--- src/rtl/mat_vec_loader.sv ---
// mat_vec_loader: assembles a streamed frame of Mdata*Ndata matrix elements followed
// by Ndata vector elements into parallel M/X registers, with framing-error detection.
`default_nettype none

module mat_vec_loader #(
  parameter int Mdata = 4,
  parameter int Ndata = 4,
  parameter int Nbits = 8
) (
  input  logic                         clk,
  input  logic                         rst_n,
  input  logic [Nbits-1:0]             in_data,
  input  logic                         in_valid,
  input  logic                         in_last,
  output logic                         in_ready,
  output logic [Mdata*Ndata*Nbits-1:0] M,
  output logic [Ndata*Nbits-1:0]       X,
  output logic                         out_valid,
  input  logic                         out_ready,
  output logic                         err
);

  localparam int MN = Mdata * Ndata;
  localparam int F  = MN + Ndata;
  localparam int CW = (F > 1) ? $clog2(F) : 1;

  typedef enum logic [1:0] {
    S_IDLE   = 2'd0,
    S_LOAD_M = 2'd1,
    S_LOAD_X = 2'd2,
    S_FULL   = 2'd3
  } state_t;

  state_t                   state_q, state_d;
  logic [CW-1:0]            cnt_q, cnt_d;
  logic                     err_q, err_d;
  logic [MN*Nbits-1:0]      m_q;
  logic [Ndata*Nbits-1:0]   x_q;

  logic w_accept;
  logic w_last_idx;
  logic w_frame_err;

  assign in_ready    = (state_q == S_LOAD_M) || (state_q == S_LOAD_X);
  assign out_valid   = (state_q == S_FULL);
  assign err         = err_q;
  assign M           = m_q;
  assign X           = x_q;

  assign w_accept    = in_valid && in_ready;
  assign w_last_idx  = (cnt_q == CW'(F - 1));
  // in_last must be set on exactly the final element of the frame
  assign w_frame_err = w_accept && (in_last != w_last_idx);

  always_comb begin
    state_d = state_q;
    cnt_d   = cnt_q;
    err_d   = 1'b0;
    case (state_q)
      S_IDLE: state_d = S_LOAD_M;
      S_LOAD_M, S_LOAD_X: begin
        if (w_frame_err) begin
          cnt_d   = '0;
          err_d   = 1'b1;
          state_d = S_LOAD_M;
        end else if (w_accept) begin
          if (w_last_idx) begin
            cnt_d   = '0;
            state_d = S_FULL;
          end else begin
            cnt_d = cnt_q + CW'(1);
            if (state_q == S_LOAD_M && cnt_q == CW'(MN - 1)) begin
              state_d = S_LOAD_X;
            end
          end
        end
      end
      S_FULL: begin
        if (out_ready) begin
          state_d = S_LOAD_M;
        end
      end
      default: state_d = S_IDLE;
    endcase
  end

  always_ff @(posedge clk or negedge rst_n) begin
    if (!rst_n) begin
      state_q <= S_IDLE;
      cnt_q   <= '0;
      err_q   <= 1'b0;
    end else begin
      state_q <= state_d;
      cnt_q   <= cnt_d;
      err_q   <= err_d;
    end
  end

  // The element counter alone selects the destination slot in M or X
  always_ff @(posedge clk or negedge rst_n) begin
    if (!rst_n) begin
      m_q <= '0;
      x_q <= '0;
    end else if (w_accept) begin
      for (int k = 0; k < MN; k++) begin
        if (cnt_q == CW'(k)) begin
          m_q[k*Nbits +: Nbits] <= in_data;
        end
      end
      for (int k = 0; k < Ndata; k++) begin
        if (cnt_q == CW'(MN + k)) begin
          x_q[k*Nbits +: Nbits] <= in_data;
        end
      end
    end
  end

endmodule

`default_nettype wire

--- config.mk ---
export PLATFORM = sky130hd
export DESIGN_NAME = mat_vec_loader
export DESIGN_NICKNAME = d
export VERILOG_FILES = /design/src/rtl/mat_vec_loader.sv
export SDC_FILE = /design/constraint.sdc
export NUM_CORES = 1
export LEC_CHECK = 0
export ABC_AREA = 1
export BUFFER_PORTS_ARGS = -buffer_cell sky130_fd_sc_hd__buf_2
export CORE_MARGIN = 3
export CORE_UTILIZATION = 35
export DETAILED_ROUTE_END_ITERATION = 6
export HOLD_SLACK_MARGIN = 0.08
export PLACE_DENSITY = 0.7
export SYNTH_ARGS = -nofsm -noshare
export SYNTH_HDL_FRONTEND = slang
export SYNTH_SLANG_ARGS = --single-unit
--- constraint.sdc ---
create_clock -name clk -period 1.95 [get_ports clk]
set_clock_uncertainty 0.2 [all_clocks]
set_input_delay 0.39 -clock clk [delete_from_list [all_inputs] [get_ports clk]]
set_output_delay 0.39 -clock clk [all_outputs]
set_load 0.02 [all_outputs]
==> flow_metrics.tcl <==
set metrics [dict create \
    yosysTopAreaCellShare_pct 64.8 \
    cp.depth 3 \
    startpoint "state_q[1]$_DFFE_PN0P_" \
    cts_made_buffers 17 \
    finalSetupTns_ns 0 \
    r2r-end "M[44]$_DFFE_PN0P_" \
    hold_class "input port to register" \
    crit_fanout 4 \
    coreArea_um2 18100 \
    synth_warnings 0 \
    tightest_slew_ns 0.693 \
    wl_per_cell_um 17.5 \
    slew_headroom_pct 53.7 \
    maxUsedRoutingLayer "met4" \
    met1Wirelength_um 8500 \
    h-tree-depth 4 \
    endpoint_kind "primary output" \
    critPathRequiredTime_ns 1.36 \
    cts_tree "built" \
    critical-path-top-delay-family "flip-flops" \
    io_buffers 175 \
    synthesis.nets 650 \
    yosysUniqueCellTypes 24 \
    yosys-top-cells-area "dfrtp_1 65%, o21ai_0 11%, nand2_1 9.5%, buf_6 2.8%, nand2_2 1.8%" \
    antenna_cells 0 \
    antenna_found_initial 0 \
    place_area_um2 7600 \
    synth.most_common_cell "dfrtp_1" \
    critPathLaunchType "register" \
    cp_cell_sequence "ha_4, inv_6, buf_6" \
    slowest_delay_ns 0.42 \
    drv_cap 0 \
    root_buffer "clkbuf_16" \
    ios 176 \
    clk_pin_slew_ns 0.07 \
    fillers 1685 \
    grt_overflow 0 \
    cts_buffer_depth 2 \
    dr_total_vias 5160 \
    grt_pass1_vias 5004 \
    ant_nets 0 \
    drv_slew 0 \
    worstReg2RegStart "state_q[0]$_DFFE_PN0P_" \
    grt_max_degree 48 \
    p_leak_nw 4.61 \
    power_density_nw_per_um2 1560 \
    drtPass1Iterations 5 \
    drtIter0Drc 212 \
    die_area_um2 20200 \
    wl_met2_um 8340 \
    postLayoutCoreUtil_pct 48.4 \
    vdd_drop_max_mv 0.764 \
    synthCells 629 \
    gp_congestion 0.878 \
    fp.dieW_um 142 \
    rows 49 \
    rrSetupSlack_ns 0.06 \
    grt_use_total_pct 18.1 \
    dp_hpwl_um 12000 \
    start_util_pct 35.9 \
    ys_top_cells_by_count "168 x dfrtp_1, 165 x nand2_1, 141 x o21ai_0" \
    status "complete, no violations" \
    synthArstFlopShare_pct 100 \
    layout-drive-gt1-share_pct 37.9 \
    syn_area_um2 6490 \
    wl_met3_um 1590 \
    finalHoldViolCount 0 \
    cp.buffers_inverters 2 \
    ys_ff_latch 168 \
    period_minus_slack_ns 1.90 \
    max_freq_mhz 527 \
    rsz0062_at_grt "true" \
    critPathSlowestCell "dfrtp_1" \
    grt_pass1_wl_um 28200 \
    vias_per_cell 4.83 \
    synth_edf_count 0 \
    post-route-period-util_pct 97.4 \
    crit_type "register to primary output" \
    drc 0 \
    wl_um 18700 \
    setup_violations 0 \
    synth_seq_area_share_pct 64.8 \
    critPathArrivalTime_ns 1.31 \
    synth_ff_type "dfrtp_1" \
    stdcell_area_um2 8750 \
    finalPower_mw 13.7 \
    timing.hold.ws_ns 0.178 \
    synthToLayoutAreaGrowth_pct 34.7 \
    die_y_um 142 \
    syn_avg_cell_area_um2 10.3 \
    fin_nets 848 \
    yosysTopAreaCell "dfrtp_1" \
    cts_sinks 168 \
    ff2ff_path_depth 11 \
    insertion_delay_ns 0.42 \
    cp-endpoint "in_ready" \
]
metal layers:
| layer | vias to the layer above | track usage (%) |
|---|---|---|
| met5 | - | 0 |
| met4 | 0 | 5.20 |
| li1 | 2444 | - |
| met2 | 189 | 26.8 |
| met1 | 2510 | 25.1 |
| met3 | 17 | 6.45 |
cell usage in the layout, fill, tap and decap left out, drive strengths merged, types with 4 or more instances in the layout:
master and count:
a21oi 9, o21ai 156, buf 206, dfrtp 168, ha 8, nor2 22, clkbuf 20, nand3 4
inv 35, nand2 193, clkinvlp 5
flip-flops by register name, summed over array words and instances (netlist names):
| register | flops |
|---|---|
| X | 32 |
| cnt_q | 5 |
| M | 128 |
| state_q | 2 |
| err | 1 |
cell type report:
type / instances / area, µm² / share of cell area, %
multi-input cells: 400 / 2300 / 26.3
flip-flops and latches: 168 / 4210 / 48.1
inverters: 32 / 136 / 1.56
well taps: 229 / 287 / 3.28
clock inverters: 12 / 141 / 1.62
repair buffers: 208 / 1230 / 14.1
clock buffers: 20 / 447 / 5.11
stage by stage:
stage,setup slack (ns),instances
3_5_place_dp,0.00531,1018
4_1_cts,0.00558,1051
3_3_place_gp,0.0497,1018
2_1_floorplan,0.00618,629
5_1_grt,-0.0319,1069
6_report,0.0508,1069
report_power, final:
part	switching, mW	internal, mW
Sequential	0.669	4.54
Combinational	3.30	1.78
Clock	1.43	1.94
worst min path at each step:
stage                     depth (start not counted)  startpoint                      to  slack (ns)
after global routing                              4    in_valid    cnt_q[2]$_DFFE_PN0P_        0.18
after global placement                            1       rst_n      M[120]$_DFFE_PN0P_        0.08
final                                             5   out_ready  state_q[0]$_DFFE_PN0P_        0.18
after CTS                                         5   out_ready  state_q[0]$_DFFE_PN0P_        0.16
after floorplan                                   0       rst_n        M[0]$_DFFE_PN0P_       -0.11
after detailed placement                          1       rst_n      M[120]$_DFFE_PN0P_        0.08
repair_timing:
action,in CTS,in global routing
hold buffers,2,0
hold endpoints to repair,171,0
buffers inserted,0,11
pin swaps,1,5
gates resized for setup,6,95
endpoints found under the setup margin,3,136
gates cloned,0,7
worst reg2reg max path, stage by stage, from the launching register on:
cell and delay [ns]:
dfrtp_1 0.39, inv_2 0.08, ha_4 0.21, inv_6 0.08, nand2_8 0.07, inv_8 0.08, nand2_8 0.07, nor2_4 0.14
buf_12 0.18, nand2_4 0.09, nand2_1 0.09, o21ai_0 0.08
kinds of logic (layout without fill, tap and decap cells):
group	after synthesis	in the layout	synth area share [%]
buffers and inverters	68	272	5.88
DFF	168	168	64.8
adders and majority gates	8	8	1.54
AOI/OAI and AO/OA	169	169	13.2
and+or+nand+nor	214	221	14.4
xor gates and xnor gates	2	2	0.270
Note: power is estimated with default switching activity, not from simulation.
